### config.mk
export PLATFORM = sky130hd
export DESIGN_NAME = quad_dir_decoder_flat
export DESIGN_NICKNAME = d
export VERILOG_FILES = /design/src/rtl/quad_dir_if.sv /design/src/rtl/quad_dir_decoder.sv /design/src/flat_wrapper.sv
export SDC_FILE = /design/constraint.sdc
export NUM_CORES = 1
export LEC_CHECK = 0
export BUFFER_PORTS_ARGS = -buffer_cell sky130_fd_sc_hd__buf_2
export CAP_MARGIN = 20
export CORE_ASPECT_RATIO = 1.25
export CORE_MARGIN = 5
export CORE_UTILIZATION = 50
export CTS_BUF_LIST = sky130_fd_sc_hd__clkbuf_16
export CTS_CLUSTER_SIZE = 20
export DETAILED_ROUTE_END_ITERATION = 8
export HOLD_SLACK_MARGIN = 0.12
export PLACE_DENSITY = 0.69
export SLEW_MARGIN = 30
export SYNTH_ARGS = -nofsm -noshare
export SYNTH_HDL_FRONTEND = slang
export SYNTH_SLANG_ARGS = --single-unit
export TNS_END_PERCENT = 100
### constraint.sdc
create_clock -name clk -period 1.7 [get_ports clk]
set_clock_uncertainty 0.15 [all_clocks]
set_input_delay 0.34 -clock clk [delete_from_list [all_inputs] [get_ports clk]]
set_output_delay 0.34 -clock clk [all_outputs]
set_load 0.01 [all_outputs]
### src/rtl/quad_dir_if.sv
// Quadrature encoder pins plus decoded step/error outputs.
// The encoder side drives the channels; the decoder side returns pulses and status.
interface quad_dir_if;
  logic ch_a;
  logic ch_b;
  logic up;
  logic down;
  logic err;
  logic tracking;

  modport master (
    output ch_a,
    output ch_b,
    input  up,
    input  down,
    input  err,
    input  tracking
  );

  modport slave (
    input  ch_a,
    input  ch_b,
    output up,
    output down,
    output err,
    output tracking
  );
endinterface

### src/rtl/quad_dir_decoder.sv
// Quadrature decoder: synchronises and glitch-filters channels A/B, then turns
// phase transitions into single-cycle up/down pulses, or err on an illegal jump.
module quad_dir_decoder #(
  parameter int unsigned FILTER_LEN = 4,
  parameter int unsigned CNT_W      = 3
) (
  input  logic       clk,
  input  logic       reset,
  quad_dir_if.slave  bus
);

  typedef enum logic {StInit, StTrack} state_e;

  // Bit 1 carries channel A, bit 0 channel B, so the filtered vector is the phase.
  logic [1:0]            sync1_q;
  logic [1:0]            s_q;
  logic [1:0]            f_q, f_d;
  logic [1:0][CNT_W-1:0] cnt_q, cnt_d;

  state_e           state_q, state_d;
  logic [CNT_W-1:0] timer_q, timer_d;
  logic [1:0]       prev_q, prev_d;
  logic             up_q, up_d;
  logic             down_q, down_d;
  logic             err_q, err_d;

  always_ff @(posedge clk) begin
    if (reset) begin
      sync1_q <= '0;
      s_q     <= '0;
    end else begin
      sync1_q <= {bus.ch_a, bus.ch_b};
      s_q     <= sync1_q;
    end
  end

  // A change is accepted only after FILTER_LEN consecutive differing samples.
  always_comb begin
    f_d   = f_q;
    cnt_d = cnt_q;
    for (int i = 0; i < 2; i++) begin
      if (s_q[i] == f_q[i]) begin
        cnt_d[i] = '0;
      end else if (cnt_q[i] == CNT_W'(FILTER_LEN - 1)) begin
        f_d[i]   = s_q[i];
        cnt_d[i] = '0;
      end else begin
        cnt_d[i] = cnt_q[i] + CNT_W'(1);
      end
    end
  end

  always_ff @(posedge clk) begin
    if (reset) begin
      f_q   <= '0;
      cnt_q <= '0;
    end else begin
      f_q   <= f_d;
      cnt_q <= cnt_d;
    end
  end

  always_comb begin
    state_d = state_q;
    timer_d = timer_q;
    prev_d  = prev_q;
    up_d    = 1'b0;
    down_d  = 1'b0;
    err_d   = 1'b0;
    unique case (state_q)
      StInit: begin
        // Wait long enough for a steady level to reach the filters before sampling it.
        if (timer_q == CNT_W'(FILTER_LEN + 2)) begin
          prev_d  = f_q;
          state_d = StTrack;
        end else begin
          timer_d = timer_q + CNT_W'(1);
        end
      end
      StTrack: begin
        prev_d = f_q;
        case ({prev_q, f_q})
          4'b00_01, 4'b01_11, 4'b11_10, 4'b10_00: up_d   = 1'b1;
          4'b01_00, 4'b11_01, 4'b10_11, 4'b00_10: down_d = 1'b1;
          default: ;
        endcase
        err_d = &(prev_q ^ f_q);
      end
      default: state_d = StInit;
    endcase
  end

  always_ff @(posedge clk) begin
    if (reset) begin
      state_q <= StInit;
      timer_q <= '0;
      prev_q  <= '0;
      up_q    <= 1'b0;
      down_q  <= 1'b0;
      err_q   <= 1'b0;
    end else begin
      state_q <= state_d;
      timer_q <= timer_d;
      prev_q  <= prev_d;
      up_q    <= up_d;
      down_q  <= down_d;
      err_q   <= err_d;
    end
  end

  assign bus.up       = up_q;
  assign bus.down     = down_q;
  assign bus.err      = err_q;
  assign bus.tracking = (state_q == StTrack);

endmodule

### src/flat_wrapper.sv
// flat-port wrapper written by rule: the top's interface ports become plain ports
module quad_dir_decoder_flat 
#(
  parameter int unsigned FILTER_LEN = 4,
  parameter int unsigned CNT_W      = 3
)
  (clk, reset, bus_ch_a, bus_ch_b, bus_up, bus_down, bus_err, bus_tracking);
  quad_dir_if bus_i ();
  input  logic clk;
  input  logic reset;
  input wire logic [$bits(bus_i.ch_a)-1:0] bus_ch_a;
  input wire logic [$bits(bus_i.ch_b)-1:0] bus_ch_b;
  output wire logic [$bits(bus_i.up)-1:0] bus_up;
  output wire logic [$bits(bus_i.down)-1:0] bus_down;
  output wire logic [$bits(bus_i.err)-1:0] bus_err;
  output wire logic [$bits(bus_i.tracking)-1:0] bus_tracking;
  assign bus_i.ch_a = bus_ch_a;
  assign bus_i.ch_b = bus_ch_b;
  assign bus_up = bus_i.up;
  assign bus_down = bus_i.down;
  assign bus_err = bus_i.err;
  assign bus_tracking = bus_i.tracking;
  quad_dir_decoder #(.FILTER_LEN(FILTER_LEN), .CNT_W(CNT_W)) u_core (.clk(clk), .reset(reset), .bus(bus_i));
endmodule
### After elaboration in Yosys (flattened, before gate mapping)

Index checks and enable logic that the tools add are counted.

* register bits after elaboration: 21
* input port bits: 4
* output and inout port bits: 4
* word-level logic and storage cells: 49

* add/subtract/negate cells: 3
* equal/unequal tests: 14
* mux-type cells: 6
* bitwise operators: 5
* reductions and logical operators: 9

Operator list (count)
* 4-bit equality test, second input constant: 4
* 3-bit by 1-bit adder with 3-bit output, second input constant: 3
* 4-bit by 3-bit equality test with 1-bit output, second input constant: 2
* 2-bit AND reduction: 4
* 4-bit OR reduction: 2
* 3-bit by 2-bit equality test with 1-bit output, second input constant: 2
* 3-bit OR reduction: 2
* 4-bit by 1-bit equality test with 1-bit output, second input constant: 1
* 4-bit by 2-bit equality test with 1-bit output, second input constant: 1
* 1-bit two-way mux: 4
* 1-bit NOT: 4
* 2-bit one-hot mux with 2 select lines: 1
* 3-bit equality test, second input constant: 1
* 1-bit equality test: 2
* 2-bit two-way mux: 1
* 2-bit by 1-bit inequality test with 1-bit output, second input constant: 1
* 2-bit OR reduction: 1
* 2-bit bitwise XOR: 1

### Longest topological paths before layout

Gate-level depths: netlist (run 1).

* word-level depth: 3
* depth in mapped cells: 4
* depth with buffers taken out: 4

### Worst setup path before layout (run 1)

No wires, ideal clock.

* path kind: reg-to-reg
* start point: reg u_core.timer_q[0]
* end point: reg u_core.timer_q[0]
* setup time: 0.121 ns
* arrival: 1.164 ns
* required time: 1.429 ns
* slack: 0.266 ns
* stages on the path, launching flop included: 5
* path buffers: 0
* clock period less this slack: 1.434 ns
* cells stage by stage: dfxtp_1 inv_1 ha_1 a21oi_4 mux2_2

* word-level cells in the longest chain between the ends: 3
* elaborated cells between the ends (all ways): 4
* classes of those cells: add/sub: 1; eq/ne: 1; bitwise: 1; reduce/logical: 1

RTL lines
* start, declared: line quad_dir_decoder.sv:21 `logic [CNT_W-1:0] timer_q, timer_d;`
* start signal, assigned: line quad_dir_decoder.sv:103 `timer_q <= timer_d;`
* parallel branches: the longest is 3 deep, another holds 3-bit by 1-bit adder with 3-bit output

Parallel ways; which one is timed is not known.
A chain may end at the register's enable or synchronous reset.

### Worst setup path in the final report (run 1)

* start point: reg u_core.timer_q[0]
* end point: reg u_core.timer_q[1]

Same word-level chain as after synthesis.

==> metrics.csv, run 1 <==
metric,value,unit
regToRegSetupSlack,170,ps
grt_pass1_wl,2140,µm
dieArea,0.00260,mm²
worstSkewPairLatency,250,ps
dp_cells,97,
yosysMostFrequentCell,dfxtp_1,
overflow,0,
cts_tree,yes,
drive_gt1_share,19.3,%
routed_via_density,4.95,
die_w,46.7,µm
ant_nets,0,
first_global_vias,521,
fin_crit,1530,ps
worst_r2r_endpoint,u_core.timer_q[1],
startpoint,u_core.timer_q[0],
yosysSeqAreaShare,50.1,%
path_max_fanout,5,
maxCapViolCount,0,
cts_root_buffer,clkbuf_16,
wl_per_cell,11.1,µm
ioPinCount,8,
hold_buffers,0,
async_flop_share,0,%
ys_types,19,
fin_area,970,µm²
syn_area,840,µm²
drt_iter0_drc,4,
outcome,completed,
syn-num-nets,84,
rsz0062_at_grt,no,
ys.warnings.count,0,
fin_util,61.3,%
path_class,reg -> reg,
cts_resized,0,
regToRegStartpoint,u_core.timer_q[0],
p_per_area,1090,mW/mm²
finalSetupViolCount,0,
fin_setup_tns,0,ps
final_nets,94,
hp-class,in -> reg,
final.fill_count,129,
cts_inserted_buffers,3,
gp_congestion,0.682,
htreeDepth,1,
vias,500,
fmax,655,MHz
hp-start,bus_ch_a,
synth_area_leaders,"dfxtp_1 (50%), ha_1 (8.9%), xnor2_1 (5.2%)",
grt_use_total,11.0,%
port_buffers,7,
clock_path_buffers,2,
synth-edff-count,0,
crit_required,1690,ps
antenna_cells,0,
ys_seq_elements,21,
synth_ff_type,dfxtp_1,
cp_slowest_cell,dfxtp_1,
fp-row-count,16,
worstPathArrival,1520,ps
synthMuxAreaShare,7.45,%
area_growth,15.5,%
die_h,55.8,µm
yosysTopAreaCellShare,50.1,%
clk_pin_slew_worst_paths,60,ps
drv_slew,0,
routed_wl,1120,µm
finalHoldViolCount,0,
synth-xor-area-share,6.26,%
drc,0,
ys_top_cells_by_count,"dfxtp_1 (21), ha_1 (6), nor2b_1 (6)",
syn_inst,74,
max_slew_margin,74.4,%
worstMarginPinSlew,383,ps
grt_max_degree,25,
post_cts_buffers,0,
synth_compound_area_share,2.83,%
hold_depth,2,
yosys.area.top_type,dfxtp_1,
hpwl,778,µm
synth_top_family_by_area,simple AND/OR/NAND/NOR gates,
synth_fa_ha_area_share,8.94,%
start_util,53.1,%
antenna_found_initial,0,
cts_sinks,21,
holdPathEnd,u_core.sync1_q[1],
dr.pass1.iters,2,
leakagePower,0.389,nW
synth-simple-area-share,21.5,%
cp_cell_sequence,"inv_1, ha_1, a21oi_4, mux2_2",
rr_worst_depth,4,
finalPower,1.06,mW
end_kind,flip-flop,
finalNonFillerCells,101,
core,0.00158,mm²
crit_path_start_kind,flip-flop,
synth_area_per_cell,11.3,µm²
max_stage_delay,370,ps
fin_crit_sh,89.8,%
dpl_cell_area,887,µm²
ir_drop,0.630,mV
-- worst max-delay path by stage --
stage / slack, ps / cells past startpoint / endpoint
global route: 110 / 4 / u_core.timer_q[1]
finish: 170 / 4 / u_core.timer_q[1]
global placement: 230 / 4 / u_core.timer_q[0]
floorplan: 270 / 4 / u_core.timer_q[0]
CTS: 160 / 4 / u_core.timer_q[0]
detailed placement: 180 / 4 / u_core.timer_q[0]
-- logic make-up (layout without fill, tap and decap cells) --
logic type	after synthesis	after routing
multiplexers	6	6
buffers and inverters	6	15
AND/OR/NAND/NOR	27	27
adder cells (fa/ha/maj)	6	6
flip-flops	21	21
XOR/XNOR	6	6
AO/OA/AOI/OAI	2	2
-- state kept, by name, summed over array words and instances (netlist names) --
name and flops:
u_core.bus.up 1, u_core.cnt_q 6, u_core.bus.err 1, u_core.bus.down 1, u_core.timer_q 3, u_core.bus.tracking 1, u_core.prev_q 2, u_core.f_q 2
u_core.s_q 2, u_core.sync1_q 2
-- power breakdown --
group	leakage, nW	switching (mW)	internal (mW)
logic	0.181	0.0228	0.0247
registers	0.171	0.0100	0.506
clock network	0.0371	0.178	0.318
-- per-stage QoR --
stage          worst slack [ps]  hold slack (ps)
2_1_floorplan               266              258
3_3_place_gp                234              265
3_5_place_dp                178              282
4_1_cts                     155              143
5_1_grt                     113              164
6_report                    174              144
-- critical path, delay by kind of cell (launching register included) --
kind	cells	cell delay, ps
buffers and inverters	1	60
DFF	1	370
muxes	1	360
AOI/OAI and AO/OA	1	240
adders and majority gates	1	230
-- routing by layer --
| layer | GRT usage (%) | vias to the layer above | wire length (µm) |
|---|---|---|---|
| li1 | - | 267 | - |
| met1 | 13.2 | 218 | 521 |
| met2 | 15.9 | 11 | 499 |
| met3 | 2.91 | 4 | 66 |
| met4 | 8.30 | 0 | 34 |
| met5 | 0 | - | 0 |
-- cell type report --
type,instances,area (µm²),share of cell area (%)
clock buffer,3,75.1,7.74
clock inverter,1,7.51,0.774
multi-input combinational,47,394,40.6
timing repair buffer,7,35.0,3.61
inverter,4,15.0,1.55
tap,18,22.5,2.32
sequential,21,420,43.4
-- cell usage in the layout (no fill, tap or decap), drive strengths merged --
| master | count |
|---|---|
| and4b | 1 |
| a211oi | 1 |
| xor2 | 1 |
| nor4b | 2 |
| nor2 | 5 |
| mux2 | 2 |
| mux2i | 4 |
| xnor2 | 5 |
| nand2b | 5 |
| inv | 4 |
| nor3 | 2 |
| dfxtp | 21 |
| a21oi | 1 |
| nor2b | 6 |
| clkinvlp | 1 |
| nor4bb | 1 |
| nor4 | 4 |
| clkbuf | 3 |
| buf | 7 |
| ha | 6 |
| or2b | 1 |
Note: power is estimated with default switching activity, not from simulation.
==> run 2, diff against run 1 <==
--- a/config.mk
+++ b/config.mk
@@ -6,7 +6,6 @@
 export NUM_CORES = 1
 export LEC_CHECK = 0
 export BUFFER_PORTS_ARGS = -buffer_cell sky130_fd_sc_hd__buf_2
-export CAP_MARGIN = 20
 export CORE_ASPECT_RATIO = 1.25
 export CORE_MARGIN = 5
 export CORE_UTILIZATION = 50
@@ -14,7 +13,7 @@
 export CTS_CLUSTER_SIZE = 20
 export DETAILED_ROUTE_END_ITERATION = 8
 export HOLD_SLACK_MARGIN = 0.12
-export PLACE_DENSITY = 0.69
+export PLACE_DENSITY = 0.72
 export SLEW_MARGIN = 30
 export SYNTH_ARGS = -nofsm -noshare
 export SYNTH_HDL_FRONTEND = slang
==> run 2 against run 1 <==
First-iteration DRC count decreased by 25%. Sequential share of layout area increased by 0.17 points. Routed wire length increased by 1.2%. Combinational power increased by 1%. Critical path depth unchanged. Clock power decreased by 4.4%. Flip-flop and latch count unchanged. Non-clock buffer count unchanged. Maximum frequency decreased by 0.18%. Critical path type unchanged. Critical endpoint is now u_core.timer_q[0].
==> metrics.csv, run 2 (synthesis results as in run 1) <==
metric,value,unit
outcome,completed,
antenna_cells,0,
vias,512,
antenna_found_initial,0,
area_growth,15.1,%
maxCapViolCount,0,
finalHoldViolCount,0,
mostFrequentLayoutCell,dfxtp_1,
reg_top3,"u_core.cnt_q: 6 flops, u_core.timer_q: 3 flops",
largest_reg_flops,6,
core,0.00158,mm²
finalPower,1.04,mW
htreeDepth,1,
cts_tree,yes,
fin_crit,1530,ps
cts_inserted_buffers,3,
path_max_fanout,5,
rsz0062_at_grt,no,
end_kind,flip-flop,
cts_root_buffer,clkbuf_16,
ioPinCount,8,
regMostFlops,u_core.cnt_q,
crit_required,1690,ps
worst_r2r_endpoint,u_core.timer_q[0],
drive_gt1_share,18.1,%
worstPathArrival,1520,ps
path_class,reg -> reg,
port_buffers,7,
dieArea,0.00260,mm²
crit_path_start_kind,flip-flop,
grt_pass1_wl,2060,µm
die_h,55.8,µm
start_util,53.1,%
fin_util,61.1,%
post_cts_buffers,0,
clock_path_buffers,2,
hp-start,bus_ch_a,
final_cell_mix,"dfxtp_1 (21), buf_2 (7), nor2b_1 (6), ha_1 (6)",
wl_per_cell,11.2,µm
gp_congestion,0.703,
ir_drop,0.622,mV
hpwl,817,µm
fmax,654,MHz
drv_slew,0,
cts_sinks,21,
die_w,46.7,µm
holdPathEnd,u_core.sync1_q[1],
final_nets,94,
fp-row-count,16,
finalSetupViolCount,0,
max_slew_margin,73.9,%
routed_via_density,5.07,
fin_crit_sh,89.9,%
rr_worst_depth,4,
ant_nets,0,
leakagePower,0.394,nW
dr.pass1.iters,4,
p_per_area,1080,mW/mm²
regToRegStartpoint,u_core.timer_q[0],
hold_buffers,0,
worstSkewPairLatency,250,ps
drt_iter0_drc,3,
hp-class,in -> reg,
worstMarginPinSlew,392,ps
grt_use_total,11.3,%
routed_wl,1140,µm
hold_depth,2,
first_global_vias,495,
overflow,0,
cts_resized,0,
grt_max_degree,25,
drc,0,
fin_setup_tns,0,ps
regToRegSetupSlack,170,ps
clk_pin_slew_worst_paths,50,ps
==> run 2: changes by cell type in the layout (fill, tap and decap cells not counted) <==
cell        previous run  this run
clkinvlp_4             1         0
inv_1                  4         5
==> run 2: layout make-up <==
class                      count  area [µm²]
timing repair buffer           7        35.0
tap                           18        22.5
fill                         136         616
inverter                       4        15.0
sequential                    21         420
clock inverter                 1        3.75
clock buffer                   3        75.1
multi-input combinational     47         394
==> run 2: where the power goes <==
group          internal (mW)  switching, mW
combinational         0.0249         0.0231
sequential             0.507        0.00998
clock                  0.313          0.161
==> run 2: worst max-delay path: stages, from the launching register on <==
cell and delay [ps]:
dfxtp_1 360, inv_1 60, ha_1 240, a21oi_4 250, mux2_2 360
==> run 2: worst max-delay path by stage <==
| stage | endpoint | depth (start not counted) | start | slack (ps) |
|---|---|---|---|---|
| floorplan | u_core.timer_q[0] | 4 | u_core.timer_q[0] | 270 |
| global placement | u_core.timer_q[1] | 4 | u_core.timer_q[0] | 220 |
| detailed placement | u_core.timer_q[0] | 4 | u_core.timer_q[0] | 160 |
| CTS | u_core.timer_q[0] | 4 | u_core.timer_q[0] | 150 |
| global route | u_core.timer_q[0] | 4 | u_core.timer_q[0] | 70 |
| finish | u_core.timer_q[0] | 4 | u_core.timer_q[0] | 170 |
==> run 2: per-layer routing <==
layer / vias to the layer above / routed length (µm) / GRT usage, %
li1: 270 / - / -
met1: 229 / 521 / 12.9
met2: 11 / 515 / 15.9
met3: 2 / 72 / 4.85
met4: 0 / 27 / 8.30
met5: - / 0 / 0
==> run 2: stage by stage <==
| step | std cells | setup slack (ps) | instance area [µm²] | hold slack [ps] |
|---|---|---|---|---|
| floorplan | 74 | 266 | 840 | 258 |
| global placement | 97 | 222 | 887 | 267 |
| detailed placement | 97 | 161 | 887 | 272 |
| CTS | 101 | 152 | 966 | 147 |
| global route | 101 | 67.7 | 966 | 166 |
| finish | 101 | 171 | 966 | 149 |
